$ cat src/rtl/troop_unit.sv
// Troop unit: deploys at a position, marches toward a target, engages with a
// periodic attack handshake, takes per-frame damage and dies at zero hit points.
module troop_unit #(
   parameter int HP_MAX     = 20,
   parameter int SPEED      = 2,
   parameter int MOVE_DIV   = 2,
   parameter int ATK_PERIOD = 60,
   parameter int NUM_SRC    = 5,
   parameter int DMG_W      = 3,
   parameter int TOL_X      = 6,
   parameter int TOL_Y      = 2
) (
   input  logic                        Clk,
   input  logic                        reset,
   input  logic                        frame_tick,
   input  logic                        idle,
   input  logic                        deploy_req,
   input  logic [9:0]                  deploy_x,
   input  logic [9:0]                  deploy_y,
   input  logic [9:0]                  target_x,
   input  logic [9:0]                  target_y,
   input  logic [2:0]                  target_index,
   input  logic [NUM_SRC*DMG_W-1:0]    dmg_in,
   input  logic                        attack_ack,
   output logic [9:0]                  pos_x,
   output logic [9:0]                  pos_y,
   output logic [$clog2(HP_MAX+1)-1:0] hp,
   output logic [1:0]                  state,
   output logic                        attack_valid,
   output logic [2:0]                  attack_index
);
   localparam int HPW  = $clog2(HP_MAX + 1);
   localparam int SUMW = DMG_W + $clog2(NUM_SRC);
   localparam int CMPW = ((SUMW > HPW) ? SUMW : HPW) + 1;
   localparam int CNTW = $clog2(ATK_PERIOD + 1);
   localparam int DIVW = $clog2(MOVE_DIV + 1);

   localparam logic [9:0]      SPD      = 10'(SPEED);
   localparam logic [9:0]      TX       = 10'(TOL_X);
   localparam logic [9:0]      TY       = 10'(TOL_Y);
   localparam logic [HPW-1:0]  HP_FULL  = HPW'(HP_MAX);
   localparam logic [CNTW-1:0] CNT_LAST = CNTW'(ATK_PERIOD - 1);
   localparam logic [DIVW-1:0] DIV_LAST = DIVW'(MOVE_DIV - 1);

   typedef enum logic [1:0] {
      S_IDLE   = 2'd0,
      S_MARCH  = 2'd1,
      S_ENGAGE = 2'd2,
      S_DEAD   = 2'd3
   } state_t;

   state_t          r_state;
   logic [9:0]      r_pos_x;
   logic [9:0]      r_pos_y;
   logic [HPW-1:0]  r_hp;
   logic [CNTW-1:0] r_cnt;
   logic [DIVW-1:0] r_div;
   logic            r_av;
   logic [2:0]      r_idx;

   logic [SUMW-1:0] w_dmg_sum;
   logic [CMPW-1:0] w_hp_ext;
   logic [CMPW-1:0] w_sum_ext;
   logic            w_lethal;
   logic [HPW-1:0]  w_hp_next;
   logic            w_step;
   logic [9:0]      w_mx;
   logic [9:0]      w_my;
   logic            w_tol_next;
   logic            w_tol_cur;
   logic            w_ack;

   function automatic logic [9:0] absdiff(input logic [9:0] a, input logic [9:0] b);
      if (a >= b) begin
         absdiff = a - b;
      end else begin
         absdiff = b - a;
      end
   endfunction

   // Moves one axis toward the target; the target is reached exactly rather than overshot.
   function automatic logic [9:0] step_axis(input logic [9:0] p, input logic [9:0] t);
      if (absdiff(p, t) <= SPD) begin
         step_axis = t;
      end else if (t > p) begin
         step_axis = p + SPD;
      end else begin
         step_axis = p - SPD;
      end
   endfunction

   // Damage sum and saturating hit-point update, compared in a common wide width.
   always_comb begin
      w_dmg_sum = {SUMW{1'b0}};
      for (int i = 0; i < NUM_SRC; i++) begin
         w_dmg_sum = w_dmg_sum + SUMW'(dmg_in[i*DMG_W +: DMG_W]);
      end
      w_hp_ext  = CMPW'(r_hp);
      w_sum_ext = CMPW'(w_dmg_sum);
      w_lethal  = (w_sum_ext >= w_hp_ext);
      if (w_lethal) begin
         w_hp_next = {HPW{1'b0}};
      end else begin
         w_hp_next = HPW'(w_hp_ext - w_sum_ext);
      end
   end

   // Candidate position for this tick and the engage-window tests.
   always_comb begin
      w_step = (r_div == DIV_LAST);
      if (w_step) begin
         w_mx = step_axis(r_pos_x, target_x);
         w_my = step_axis(r_pos_y, target_y);
      end else begin
         w_mx = r_pos_x;
         w_my = r_pos_y;
      end
      w_tol_next = (absdiff(w_mx, target_x) <= TX) && (absdiff(w_my, target_y) <= TY);
      w_tol_cur  = (absdiff(r_pos_x, target_x) <= TX) && (absdiff(r_pos_y, target_y) <= TY);
      w_ack      = r_av & attack_ack;
   end

   // Unit state machine; the attack handshake completes on any cycle, the rest on frame ticks.
   always_ff @(posedge Clk) begin
      if (reset || idle) begin
         r_state <= S_IDLE;
         r_pos_x <= 10'd0;
         r_pos_y <= 10'd0;
         r_hp    <= {HPW{1'b0}};
         r_cnt   <= {CNTW{1'b0}};
         r_div   <= {DIVW{1'b0}};
         r_av    <= 1'b0;
         r_idx   <= 3'd0;
      end else begin
         if (w_ack) begin
            r_av  <= 1'b0;
            r_cnt <= {CNTW{1'b0}};
         end
         if (frame_tick) begin
            case (r_state)
               S_IDLE: begin
                  if (deploy_req) begin
                     r_pos_x <= deploy_x;
                     r_pos_y <= deploy_y;
                     r_hp    <= HP_FULL;
                     r_cnt   <= {CNTW{1'b0}};
                     r_div   <= {DIVW{1'b0}};
                     r_av    <= 1'b0;
                     r_state <= S_MARCH;
                  end
               end
               S_MARCH: begin
                  if (w_lethal) begin
                     r_hp    <= {HPW{1'b0}};
                     r_av    <= 1'b0;
                     r_state <= S_DEAD;
                  end else begin
                     r_hp    <= w_hp_next;
                     r_pos_x <= w_mx;
                     r_pos_y <= w_my;
                     r_div   <= w_step ? {DIVW{1'b0}} : r_div + 1'b1;
                     if (w_tol_next) begin
                        r_cnt   <= {CNTW{1'b0}};
                        r_state <= S_ENGAGE;
                     end
                  end
               end
               S_ENGAGE: begin
                  if (w_lethal) begin
                     r_hp    <= {HPW{1'b0}};
                     r_av    <= 1'b0;
                     r_state <= S_DEAD;
                  end else begin
                     r_hp <= w_hp_next;
                     if (!w_tol_cur) begin
                        r_cnt   <= {CNTW{1'b0}};
                        r_div   <= {DIVW{1'b0}};
                        r_av    <= 1'b0;
                        r_state <= S_MARCH;
                     end else if (!w_ack && !r_av) begin
                        if (r_cnt == CNT_LAST) begin
                           r_av  <= 1'b1;
                           r_idx <= target_index;
                        end else begin
                           r_cnt <= r_cnt + 1'b1;
                        end
                     end
                  end
               end
               S_DEAD: begin
                  r_state <= S_DEAD;
               end
               default: begin
                  r_state <= S_IDLE;
               end
            endcase
         end
      end
   end

   assign pos_x        = r_pos_x;
   assign pos_y        = r_pos_y;
   assign hp           = r_hp;
   assign state        = r_state;
   assign attack_valid = r_av;
   assign attack_index = r_idx;

endmodule

$ cat config.mk
export PLATFORM = sky130hd
export DESIGN_NAME = troop_unit
export DESIGN_NICKNAME = d
export VERILOG_FILES = /design/src/rtl/troop_unit.sv
export SDC_FILE = /design/constraint.sdc
export NUM_CORES = 1
export LEC_CHECK = 0
export CORE_ASPECT_RATIO = 1.4
export CORE_MARGIN = 3
export CORE_UTILIZATION = 40
export DETAILED_ROUTE_END_ITERATION = 10
export GPL_ROUTABILITY_DRIVEN = 0
export PLACE_DENSITY = 0.67
export SETUP_SLACK_MARGIN = 0.4
export SLEW_MARGIN = 20
export SYNTH_ARGS = -nofsm -noshare
export SYNTH_HDL_FRONTEND = slang
export SYNTH_SLANG_ARGS = --single-unit
$ cat constraint.sdc
create_clock -name Clk -period 21.3 [get_ports Clk]
set_clock_uncertainty 0.15 [all_clocks]
set_input_delay 3.195 -clock Clk [delete_from_list [all_inputs] [get_ports Clk]]
set_output_delay 3.195 -clock Clk [all_outputs]
set_load 0.01 [all_outputs]
==> impl_metrics.sql <==
INSERT INTO impl_metrics (metric_group, metric, value, unit) VALUES
('detailed_routing', 'routed_via_density', '5.950', ''),
('sta', 'layout_min_cycle_time', '11.52', 'ns'),
('detailed_routing', 'average_wire_per_standard_cell', '18.38', 'um'),
('synthesis', 'synth_fp_nets', '1269', ''),
('clocking', 'cts_tree', 'yes', ''),
('grt', 'grt_util_all_layers', '0.2247', ''),
('synthesis', 'synthesized_cell_area', '0.007918', 'mm^2'),
('power', 'power.density_cell_area', '43.40', 'mW/mm^2'),
('sta', 'setup_viol_count_final', '0', ''),
('placed_design', 'post-dp-hpwl', '20330', 'um'),
('flow_run', 'count_of_max_cap_constraint_violations', '0', ''),
('synthesis', 'yosysSeqAreaShare', '0.09861', ''),
('clocking', 'cts_made_buffers', '5', ''),
('power', 'power.switching_fraction', '0.4355', ''),
('power', 'design_power_total', '0.3981', 'mW'),
('synthesis', 'yosysWarnings', '0', ''),
('synthesis', 'synth_largest_type_area_fraction', '0.1786', ''),
('sta', 'final-hold-violation-count', '0', ''),
('setup_path', 'worstSetupEndpointType', 'register', ''),
('clocking', 'hold_buffers', '0', ''),
('floorplanning', 'chipHeight', '172.5', 'um'),
('power', 'power.share.combinational', '0.568', ''),
('finish', 'area_growth', '15.83', '%'),
('power', 'power_switching', '0.1734', 'mW'),
('clocking', 'clock_sinks', '39', ''),
('clocking', 'worst_skew_pair.late_latency', '0.31', 'ns'),
('power', 'clkPwrFrac', '0.237', ''),
('floorplanning', 'ioPinCount', '95', ''),
('finish', 'post_layout_nonfiller_instances', '1380', ''),
('finish', 'multi_input_area', '0.006516', 'mm^2'),
('floorplanning', 'placeableCoreArea', '0.01937', 'mm^2'),
('setup_path', 'cp-start-kind', 'input pin', ''),
('sta', 'setup_ws', '9.784', 'ns'),
('floorplanning', 'floorplan.rows', '60', ''),
('synthesis', 'synthCells', '1074', ''),
('finish', 'fill_cells', '1967', ''),
('clocking', 'worst_setup_hold_path_clk_slew', '0.06', 'ns'),
('setup_path', 'worst_ep_required_time', '21.35', 'ns'),
('synthesis', 'synth_top_flop_cell', 'dfxtp_1', ''),
('detailed_routing', 'vias', '8211', ''),
('synthesis', 'yosys-top-cells-area', 'ha_1 (18%), dfxtp_1 (9.9%), a21oi_1 (6.1%)', ''),
('placed_design', 'buffer_ports.inserted', '94', ''),
('synthesis', 'netlist.top_cell.by_area', 'ha_1', ''),
('detailed_routing', 'drt_wirelength', '25360', 'um'),
('status', 'status', 'finished clean', ''),
('placed_design', 'dpl_worst_slack', '9.268', 'ns'),
('synthesis', 'seq_cells_post_synth', '39', ''),
('power', 'seq_power_share', '0.196', ''),
('power', 'internal-power', '0.2247', 'mW'),
('grt', 'initial_antenna_violation_count', '0', ''),
('sta', 'max_slew.worst_pin.slew', '1.038', 'ns'),
('grt', 'globalRouteOverflowTotal', '0', ''),
('sta', 'tns', '0', 'ns'),
('synthesis', 'edff_count_synth', '0', ''),
('detailed_routing', 'drt_drc_violations_left', '0', ''),
('placed_design', 'dp_cells', '1372', ''),
('floorplanning', 'die_area', '0.02154', 'mm^2'),
('clocking', 'post_cts_resize_count', '0', ''),
('grt', 'first_global_vias', '7896', ''),
('sta', 'hold_ws', '0.3028', 'ns'),
('min_path', 'hp-class', 'register to register', ''),
('finish', 'number_of_inserted_diodes', '0', ''),
('clocking', 'cts_post_setup_buffers_inserted', '0', ''),
('sta', 'rsz_0062_raised_after_global_routing', 'false', ''),
('clocking', 'clk_path_buf_depth', '2', ''),
('synthesis', 'post_synth.cell_area_avg', '7.372', 'um^2'),
('setup_path', 'setup.worst_path.class', 'input pin to register', ''),
('clocking', 'cts_htree_levels', '2', ''),
('synthesis', 'synth_cell_type_count', '82', ''),
('finish', 'final_layout_size_suffix_gt1_frac', '0.03710', ''),
('sta', 'post-route-period-util', '0.5406', '');
[registers in the layout, summed over array words and instances (netlist names)]
register      count
r_cnt             6
attack_index      3
pos_y            10
r_div             2
attack_valid      1
pos_x            10
hp                5
state             2
[cells in the mapped netlist, drive strengths merged (7+ instances only)]
cell type / count
xor2: 11
nand4: 15
nand2b: 15
nor3: 31
o21a: 16
a221oi: 11
mux2i: 43
nor2: 77
a21o: 29
nand3: 21
nand2: 74
o211ai: 20
ha: 113
a211oi: 23
inv: 113
dfxtp: 39
a21oi: 96
xnor2: 21
clkbuf: 32
fa: 18
o31ai: 10
a21boi: 7
o21ai: 72
a31oi: 8
buf: 16
nor2b: 22
[area by class of cell]
cell class              count  share of cell area
multi-input cells         874              0.7105
clock inverters             3            0.004775
repair buffers             98              0.1059
inverters                 113             0.04625
flip-flops and latches     39             0.08513
well taps                 248             0.03383
clock buffers               5             0.01364
[through the flow]
stage                 util  area (um^2)
detailed placement  0.4643         8994
floorplan                -         7918
global placement    0.4643         8994
global route        0.4735         9171
finish              0.4735         9171
CTS                 0.4731         9163
[cell families after synthesis]
kind of cell	count (synthesis)	synth area share
flops	39	0.09861
fa+ha+maj	131	0.2241
mux	47	0.06147
simple gates	303	0.1934
buf+inv	161	0.07949
compound gates	361	0.3075
xor+xnor	32	0.03540
[routing by layer]
metal,GRT usage,routed length [um],share of wire
met1,0.2532,10330,0.41
met2,0.4284,12840,0.51
met3,0.02163,1005,0.040
met4,0.1019,1187,0.047
met5,0,0,0
[power groups by stage]
stage          logic [mW]  clock network, mW  registers [mW]
2_1_floorplan       0.160                  0          0.0792
3_3_place_gp        0.220                  0          0.0796
3_5_place_dp        0.222                  0          0.0795
4_1_cts             0.224             0.0962          0.0778
5_1_grt             0.249             0.0990          0.0781
6_report            0.226             0.0943          0.0779
[layout by cell type (no fill, tap or decap), drive strengths merged, types with 5 or more instances in the layout]
cell and n:
a2111oi 6, a211oi 23, a21boi 7, a21o 29
a21oi 96, a221oi 11, a31oi 8, and2 5
and3 5, clkbuf 5, clkdlybuf4s50 94, dfxtp 39
fa 18, ha 113, inv 113, mux2i 43
nand2 74, nand2b 15, nand3 21, nand4 15
nor2 77, nor2b 22, nor3 31, nor3b 6
nor4 6, o211a 5, o211ai 20, o21a 16
o21ai 72, o21bai 6, o22ai 5, o311ai 6
o31ai 10, or2 6, xnor2 21, xor2 11
[critical path: stages]
cell	delay [ns]
clkdlybuf4s50_1	0.56
inv_1	0.19
fa_1	0.50
a21o_1	0.21
a221oi_2	0.31
o211a_2	0.34
o311ai_0	0.16
o22a_1	0.30
nor2_1	0.51
nand2_1	0.61
nor2_1	0.28
mux2i_1	0.32
ha_1	0.27
inv_1	0.07
fa_1	0.40
nand3_1	0.15
a31oi_1	0.19
o31ai_4	0.63
a211oi_1	0.13
o21ai_0	0.42
o32ai_1	0.15
o2bb2ai_1	0.15
or4_1	0.54
nor4_1	0.52
nor3b_1	0.18
a22o_1	0.26
[final timing paths]
check / start / endpoint / slack [ns] / depth (start not counted)
hold reg to reg: r_div[1]$_SDFFE_PP0P_ / r_div[1]$_SDFFE_PP0P_ / 0.30 / 2
setup / recovery: target_x[1] / r_cnt[4]$_SDFF_PP0_ / 9.78 / 26
setup reg to reg: pos_x[1]$_SDFFE_PP0P_ / r_cnt[4]$_SDFF_PP0_ / 12.64 / 30
hold / removal: r_div[1]$_SDFFE_PP0P_ / r_div[1]$_SDFFE_PP0P_ / 0.30 / 2
(Power assumes the default switching activity.)
